<file path="src/rtl/fexp2_bf16.sv">
// fexp2_bf16: multi-cycle bfloat16 base-2 exponential, y = 2^x.
// The operand is converted to signed Q8.8 and split into integer and fraction.
// 2^frac is built by shift-and-multiply against a table of 2^(2^-i) constants.
// The integer part plus BIAS becomes the result exponent.
// Optional build macro FEXP2_ROUND_EN: round-to-nearest (ties up) at packing.
// Without it the mantissa is truncated. Latency is identical in both builds.
module fexp2_bf16 #(
    parameter int EXP_WIDTH = 8,
    parameter int MAN_WIDTH = 7,
    parameter int BIAS      = 127,
    parameter int FRAC_BITS = 8,
    parameter int ACC_WIDTH = 18
) (
    input  logic                 clk,
    input  logic                 rst,
    input  logic                 sign,
    input  logic [EXP_WIDTH-1:0] exponent,
    input  logic [MAN_WIDTH-1:0] fractional,
    input  logic                 in_valid,
    output logic                 in_ready,
    output logic                 s_res_o,
    output logic [EXP_WIDTH-1:0] e_res_o,
    output logic [MAN_WIDTH-1:0] f_res_o,
    output logic                 valid_o
);

    // Signed width used for exponent arithmetic (biased and unbiased).
    localparam int IW      = EXP_WIDTH + 2;
    // Width of the signed Q8.8 operand.
    localparam int XW      = 2 * FRAC_BITS;
    // Fraction bits of the Q2.16 accumulator.
    localparam int AFB     = ACC_WIDTH - 2;
    localparam int CNT_W   = $clog2(FRAC_BITS);
    localparam int COEF_W  = AFB + 1;

    localparam logic [2:0] S_IDLE = 3'd0;
    localparam logic [2:0] S_CONV = 3'd1;
    localparam logic [2:0] S_ITER = 3'd2;
    localparam logic [2:0] S_PACK = 3'd3;
    localparam logic [2:0] S_DONE = 3'd4;

    localparam logic [ACC_WIDTH-1:0] ACC_ONE = ACC_WIDTH'(1) << AFB;
    localparam logic [EXP_WIDTH-1:0] EXP_MAX = '1;

    // round(2^(2^-i) * 65536) for i = 1..FRAC_BITS, indexed by i-1.
    localparam logic [COEF_W-1:0] C_TAB [FRAC_BITS] = '{
        17'd92682, 17'd77936, 17'd71468, 17'd68438,
        17'd66971, 17'd66250, 17'd65892, 17'd65714
    };

    logic [2:0]             r_state;
    logic                   r_sign;
    logic [EXP_WIDTH-1:0]   r_exp;
    logic [MAN_WIDTH-1:0]   r_frac;
    logic signed [IW-1:0]   r_int;
    logic [FRAC_BITS-1:0]   r_xfrac;
    logic [ACC_WIDTH-1:0]   r_acc;
    logic [CNT_W-1:0]       r_cnt;
    logic                   r_s_res;
    logic [EXP_WIDTH-1:0]   r_e_res;
    logic [MAN_WIDTH-1:0]   r_f_res;
    logic                   r_valid;

    logic signed [IW-1:0]   w_e_unb;
    logic signed [IW-1:0]   w_sh;
    logic [XW-1:0]          w_sig;
    logic [XW-1:0]          w_mag;
    logic [XW-1:0]          w_x;
    logic                   w_special;
    logic [EXP_WIDTH-1:0]   w_sp_e;
    logic [MAN_WIDTH-1:0]   w_sp_f;
    logic [COEF_W-1:0]      w_coef;
    logic                   w_bit;
    logic [ACC_WIDTH-1:0]   w_acc_mul;
    logic [MAN_WIDTH:0]     w_round_sum;
    logic signed [IW-1:0]   w_pack_e_raw;
    logic [EXP_WIDTH-1:0]   w_pack_e;
    logic [MAN_WIDTH-1:0]   w_pack_f;

    assign in_ready = (r_state == S_IDLE);
    assign s_res_o  = r_s_res;
    assign e_res_o  = r_e_res;
    assign f_res_o  = r_f_res;
    assign valid_o  = r_valid;

    // Classify the latched operand and convert it to signed Q8.8.
    always_comb begin
        w_e_unb   = signed'({2'b00, r_exp}) - signed'(IW'(BIAS));
        w_sh      = w_e_unb + signed'(IW'(1));
        w_sig     = XW'({1'b1, r_frac});
        w_mag     = '0;
        w_x       = '0;
        w_special = 1'b1;
        w_sp_e    = '0;
        w_sp_f    = '0;
        if (r_exp == EXP_MAX) begin
            if (r_frac != '0) begin
                // NaN in, canonical quiet NaN out.
                w_sp_e = EXP_MAX;
                w_sp_f = MAN_WIDTH'(1) << (MAN_WIDTH - 1);
            end else if (!r_sign) begin
                w_sp_e = EXP_MAX;
            end
        end else if (r_exp == '0) begin
            // Zero and denormals: 2^0 = 1.0.
            w_sp_e = EXP_WIDTH'(BIAS);
        end else if (w_e_unb < -signed'(IW'(FRAC_BITS))) begin
            // Below one Q8.8 LSB: also 1.0.
            w_sp_e = EXP_WIDTH'(BIAS);
        end else if (w_e_unb >= signed'(IW'(MAN_WIDTH))) begin
            // |x| >= 128 saturates to +inf or flushes to zero.
            if (!r_sign) begin
                w_sp_e = EXP_MAX;
            end
        end else begin
            w_special = 1'b0;
            if (w_sh >= 0) begin
                w_mag = w_sig << 4'(w_sh);
            end else begin
                w_mag = w_sig >> 4'(signed'(IW'(0)) - w_sh);
            end
            w_x = r_sign ? (XW'(0) - w_mag) : w_mag;
        end
    end

    // One shift-and-multiply step of the 2^frac evaluation.
    always_comb begin
        w_coef    = C_TAB[r_cnt];
        w_bit     = r_xfrac[CNT_W'(FRAC_BITS - 1) - r_cnt];
        w_acc_mul = ACC_WIDTH'(({{COEF_W{1'b0}}, r_acc} * {{ACC_WIDTH{1'b0}}, w_coef}) >> AFB);
    end

    // Pack integer part and accumulator mantissa, with optional rounding.
    always_comb begin
`ifdef FEXP2_ROUND_EN
        w_round_sum = {1'b0, r_acc[AFB-1 -: MAN_WIDTH]} + (MAN_WIDTH+1)'(r_acc[AFB-1-MAN_WIDTH]);
`else
        w_round_sum = {1'b0, r_acc[AFB-1 -: MAN_WIDTH]};
`endif
        w_pack_e_raw = r_int + signed'(IW'(BIAS)) + signed'(IW'(w_round_sum[MAN_WIDTH]));
        w_pack_e     = w_pack_e_raw[EXP_WIDTH-1:0];
        w_pack_f     = w_round_sum[MAN_WIDTH] ? '0 : w_round_sum[MAN_WIDTH-1:0];
        if (w_pack_e_raw <= 0) begin
            // No denormals: flush to zero.
            w_pack_e = '0;
            w_pack_f = '0;
        end else if (w_pack_e_raw >= signed'(IW'(EXP_MAX))) begin
            w_pack_e = EXP_MAX;
            w_pack_f = '0;
        end
    end

    // Control FSM, operand capture, iteration and registered results.
    always_ff @(posedge clk) begin
        if (rst) begin
            r_state <= S_IDLE;
            r_sign  <= 1'b0;
            r_exp   <= '0;
            r_frac  <= '0;
            r_int   <= '0;
            r_xfrac <= '0;
            r_acc   <= '0;
            r_cnt   <= '0;
            r_s_res <= 1'b0;
            r_e_res <= '0;
            r_f_res <= '0;
            r_valid <= 1'b0;
        end else begin
            r_valid <= 1'b0;
            case (r_state)
                S_IDLE: begin
                    if (in_valid) begin
                        r_sign  <= sign;
                        r_exp   <= exponent;
                        r_frac  <= fractional;
                        r_state <= S_CONV;
                    end
                end
                S_CONV: begin
                    if (w_special) begin
                        r_s_res <= 1'b0;
                        r_e_res <= w_sp_e;
                        r_f_res <= w_sp_f;
                        r_valid <= 1'b1;
                        r_state <= S_DONE;
                    end else begin
                        r_int   <= IW'(signed'(w_x[XW-1:FRAC_BITS]));
                        r_xfrac <= w_x[FRAC_BITS-1:0];
                        r_acc   <= ACC_ONE;
                        r_cnt   <= '0;
                        r_state <= S_ITER;
                    end
                end
                S_ITER: begin
                    if (w_bit) begin
                        r_acc <= w_acc_mul;
                    end
                    r_cnt <= r_cnt + CNT_W'(1);
                    if (r_cnt == CNT_W'(FRAC_BITS - 1)) begin
                        r_state <= S_PACK;
                    end
                end
                S_PACK: begin
                    r_s_res <= 1'b0;
                    r_e_res <= w_pack_e;
                    r_f_res <= w_pack_f;
                    r_valid <= 1'b1;
                    r_state <= S_DONE;
                end
                S_DONE: begin
                    r_state <= S_IDLE;
                end
                default: begin
                    r_state <= S_IDLE;
                end
            endcase
        end
    end

endmodule

</file>
<file path="config.mk">
export PLATFORM = sky130hd
export DESIGN_NAME = fexp2_bf16
export DESIGN_NICKNAME = d
export VERILOG_FILES = /design/src/rtl/fexp2_bf16.sv
export SDC_FILE = /design/constraint.sdc
export NUM_CORES = 1
export LEC_CHECK = 0
export BUFFER_PORTS_ARGS = -buffer_cell sky130_fd_sc_hd__buf_2
export CORE_MARGIN = 2
export CORE_UTILIZATION = 45
export CTS_CLUSTER_SIZE = 20
export DETAILED_ROUTE_END_ITERATION = 8
export GPL_ROUTABILITY_DRIVEN = 0
export PLACE_DENSITY = 0.61
export SYNTH_ARGS = -nofsm -noshare
export SYNTH_HDL_FRONTEND = slang
export SYNTH_SLANG_ARGS = --single-unit
</file>
<file path="constraint.sdc">
create_clock -name clk -period 9 [get_ports clk]
set_input_delay 0.45 -clock clk [delete_from_list [all_inputs] [get_ports clk]]
set_output_delay 0.45 -clock clk [all_outputs]
set_load 0.005 [all_outputs]
</file>
==> impl_metrics.json <==
{
  "finalClockSkew_ps": 8.23,
  "die_h_um": 182,
  "hold_viol_final": 0,
  "crit_fanout": 18,
  "synth.yosys.seq_area_share": 0.101,
  "intPower_mw": 0.649,
  "p_switching_mw": 0.291,
  "rsz0062_at_grt": "no",
  "critPathBufInv": 4,
  "path_class": "reg2reg",
  "slowest_stage": "a22oi_1",
  "post-place-ws_ps": 675,
  "cap_violations": 0,
  "synth_edf_count": 0,
  "hpwlAfterDp_um": 28300,
  "setup_viol": 0,
  "clk_pin_slew_ps": 70,
  "nets": 2031,
  "post_cts_buffers": 0,
  "crit_path_cell_trace": "inv_1 -> ha_1 -> and2_1 -> a21o_1 -> nand2_1 -> fa_1 -> inv_1 -> fa_1 -> fa_1 -> fa_1 -> fa_1 -> inv_1 -> fa_1 -> inv_1 -> ha_1 -> a222oi_1 -> nand3_1 -> nor4_1 -> o21ai_0 -> a22oi_1 -> o221ai_1 -> a21oi_1 -> xor2_1 -> a221oi_1",
  "grt_usage": 0.233,
  "std_cell_rows": 65,
  "die_w_um": 182,
  "clk_path_buf_depth": 2,
  "critical_path_required_ps": 9250,
  "pwr-share-clk": 0.433,
  "hold_class": "in2reg",
  "outcome": "complete, no violations",
  "area.growth.synth_to_final_pct": 5.80,
  "synth_xor_area_frac": 0.0280,
  "cts_resized": 0,
  "startpoint_type": "register",
  "synthFlopType": "dfxtp_1",
  "ys_ff_latch": 72,
  "hold_buffers": 0,
  "core_area_um2": 31400,
  "synth_compound_area_frac": 0.117,
  "mostFrequentLayoutCells": "inv_1 (319), fa_1 (219), nand2_1 (203), ha_1 (136), and2_1 (108)",
  "syn_area_um2": 14300,
  "p_seq_frac": 0.367,
  "power.static_leakage_nw": 7.59,
  "power_density_nw_per_um2": 62.3,
  "synth_top_family_by_area": "adder cells",
  "fin_crit_sh": 0.934,
  "htree_levels": 3,
  "grt_pass1_wl_um": 61100,
  "vias_per_cell": 5.40,
  "ioPinCount": 37,
  "cts_tree": "yes",
  "syn_inst": 1673,
  "relSlewSlack": 0.318,
  "overflow": 0,
  "cp.arrival_ps": 8650,
  "start_util": 0.454,
  "combPwrFrac": 0.201,
  "io_buffers": 35,
  "final_common_cell": "inv_1",
  "routed_wl_um": 36500,
  "tightest_slew_ps": 1020,
  "worstSkewPairLatency_ps": 350,
  "die-area_um2": 33100,
  "clock.fmax_ghz": 0.119,
  "cpLargestDelayFamily": "adder cells",
  "syn_avg_cell_area_um2": 8.52,
  "wl_per_cell_um": 17.7,
  "antenna_found_initial": 0,
  "drt_iter0_drc": 682,
  "fillers": 3079,
  "antennaDiodeCount": 0,
  "syn_nets": 2047,
  "numCtsBuffers": 9,
  "setup_slack_ps": 595,
  "cts.sinks": 72,
  "layout_min_cycle_time_ps": 8400,
  "yosys.area_share.simple": 0.187,
  "ys_async_sr_fraction": 0,
  "slew_viol_final": 0,
  "cpPeakStageDelay_ps": 680,
  "netlist-cell-type-count": 89,
  "finalSetupTns_ps": 0,
  "drtAntennaViolNets": 0,
  "drc": 0,
  "synth.mux.area_fraction": 0.0283,
  "p_sw_frac": 0.309,
  "root_buffer": "clkbuf_16",
  "peakVddDrop_mv": 0.0913,
  "dr.pass1.iters": 5,
  "end_kind": "register",
  "grt_max_degree": 52,
  "path_common_cell": "fa_1",
  "synthAdderAreaFrac": 0.427,
  "via_count": 11143,
  "ys_warn_count": 0,
  "grt_pass1_vias": 11681,
  "drive_gt1_frac": 0.0686
}
worst min-delay path: cells and delay by family:
kind                   cells  cell delay (ps)
buffers and inverters      1               90
AO/OA/AOI/OAI              1               50
AND/OR/NAND/NOR            1               50
logic make-up (layout without fill, tap and decap cells):
family,Yosys count,after routing
buffers and inverters,409,398
DFF,72,72
xor gates and xnor gates,41,41
adders and majority gates,355,355
AOI/OAI and AO/OA,239,239
other,1,1
and+or+nand+nor,529,529
muxes,27,27
power groups by stage:
stage	registers (mW)	clock network (mW)	logic, mW
after floorplan	0.341	0	0.152
after global placement	0.351	0	0.184
after detailed placement	0.351	0	0.185
after CTS	0.344	0.415	0.186
after global routing	0.346	0.431	0.208
final	0.345	0.407	0.189
registers in the layout (all words and copies together) (netlist names):
| register | flops |
|---|---|
| e_res_o | 8 |
| f_res_o | 7 |
| r_acc | 18 |
| r_cnt | 3 |
| r_exp | 8 |
| r_frac | 7 |
| r_int | 8 |
| r_sign | 1 |
| r_state | 3 |
| r_xfrac | 8 |
| valid_o | 1 |
worst paths after layout:
| check | startpoint | endpoint | slack, ps | cells past startpoint |
|---|---|---|---|---|
| worst max-delay path | r_cnt[0] | r_acc[16] | 600 | 24 |
| worst min-delay path | exponent[2] | r_exp[2] | 340 | 3 |
| worst max register to register | r_cnt[0] | r_acc[16] | 600 | 24 |
| worst min register to register | r_xfrac[1] | r_xfrac[1] | 450 | 2 |
cell usage after synthesis, types with 11 or more instances:
master      n  area (µm²)
clkbuf_1   65         244
and2_1    108         676
a22o_1     18         158
nor4_1     11        68.8
nand2b_1   16         100
inv_1     319        1200
nand2_1   203         762
a31oi_1    11        68.8
buf_2      13        65.1
xnor2_1    23         201
nand3_1    22         110
nor2_1     54         203
a21oi_1    59         295
xor2_1     15         131
mux2i_1    14         140
ha_1      136        1700
a211oi_1   18         135
o21ai_0    35         175
fa_1      219        4380
a21o_1     12        90.1
dfxtp_1    72        1440
and3_1     16         100
nor3_1     21         105
nor2b_1    42         263
final cells by class:
| type | instances | area (µm²) | area share |
|---|---|---|---|
| clock buffer | 9 | 225 | 0.0149 |
| clock inverter | 7 | 109 | 0.00722 |
| inverter | 321 | 1200 | 0.0799 |
| multi-input combinational | 1192 | 11200 | 0.745 |
| sequential | 72 | 1440 | 0.0956 |
| tap | 402 | 503 | 0.0333 |
| timing repair buffer | 61 | 370 | 0.0246 |
stage by stage:
step / util / area, µm² / cells / total power, mW / hold slack [ps]
global placement: 0.470 / 14700 / 2048 / 0.535 / 445
floorplan: - / 14300 / 1673 / 0.493 / 429
CTS: 0.480 / 15100 / 2064 / 0.945 / 341
detailed placement: 0.470 / 14700 / 2048 / 0.536 / 444
finish: 0.480 / 15100 / 2064 / 0.940 / 343
global route: 0.480 / 15100 / 2064 / 0.985 / 340
per-layer routing:
| metal | global-route usage | wire (µm) | vias up | share of wire |
|---|---|---|---|---|
| met2 | 0.395 | 17600 | 231 | 0.48 |
| met5 | 0 | 0 | - | 0 |
| met4 | 0.0513 | 675 | 0 | 0.018 |
| met1 | 0.319 | 16700 | 5582 | 0.46 |
| li1 | - | - | 5290 | - |
| met3 | 0.0297 | 1520 | 40 | 0.042 |
(Power assumes the default switching activity.)
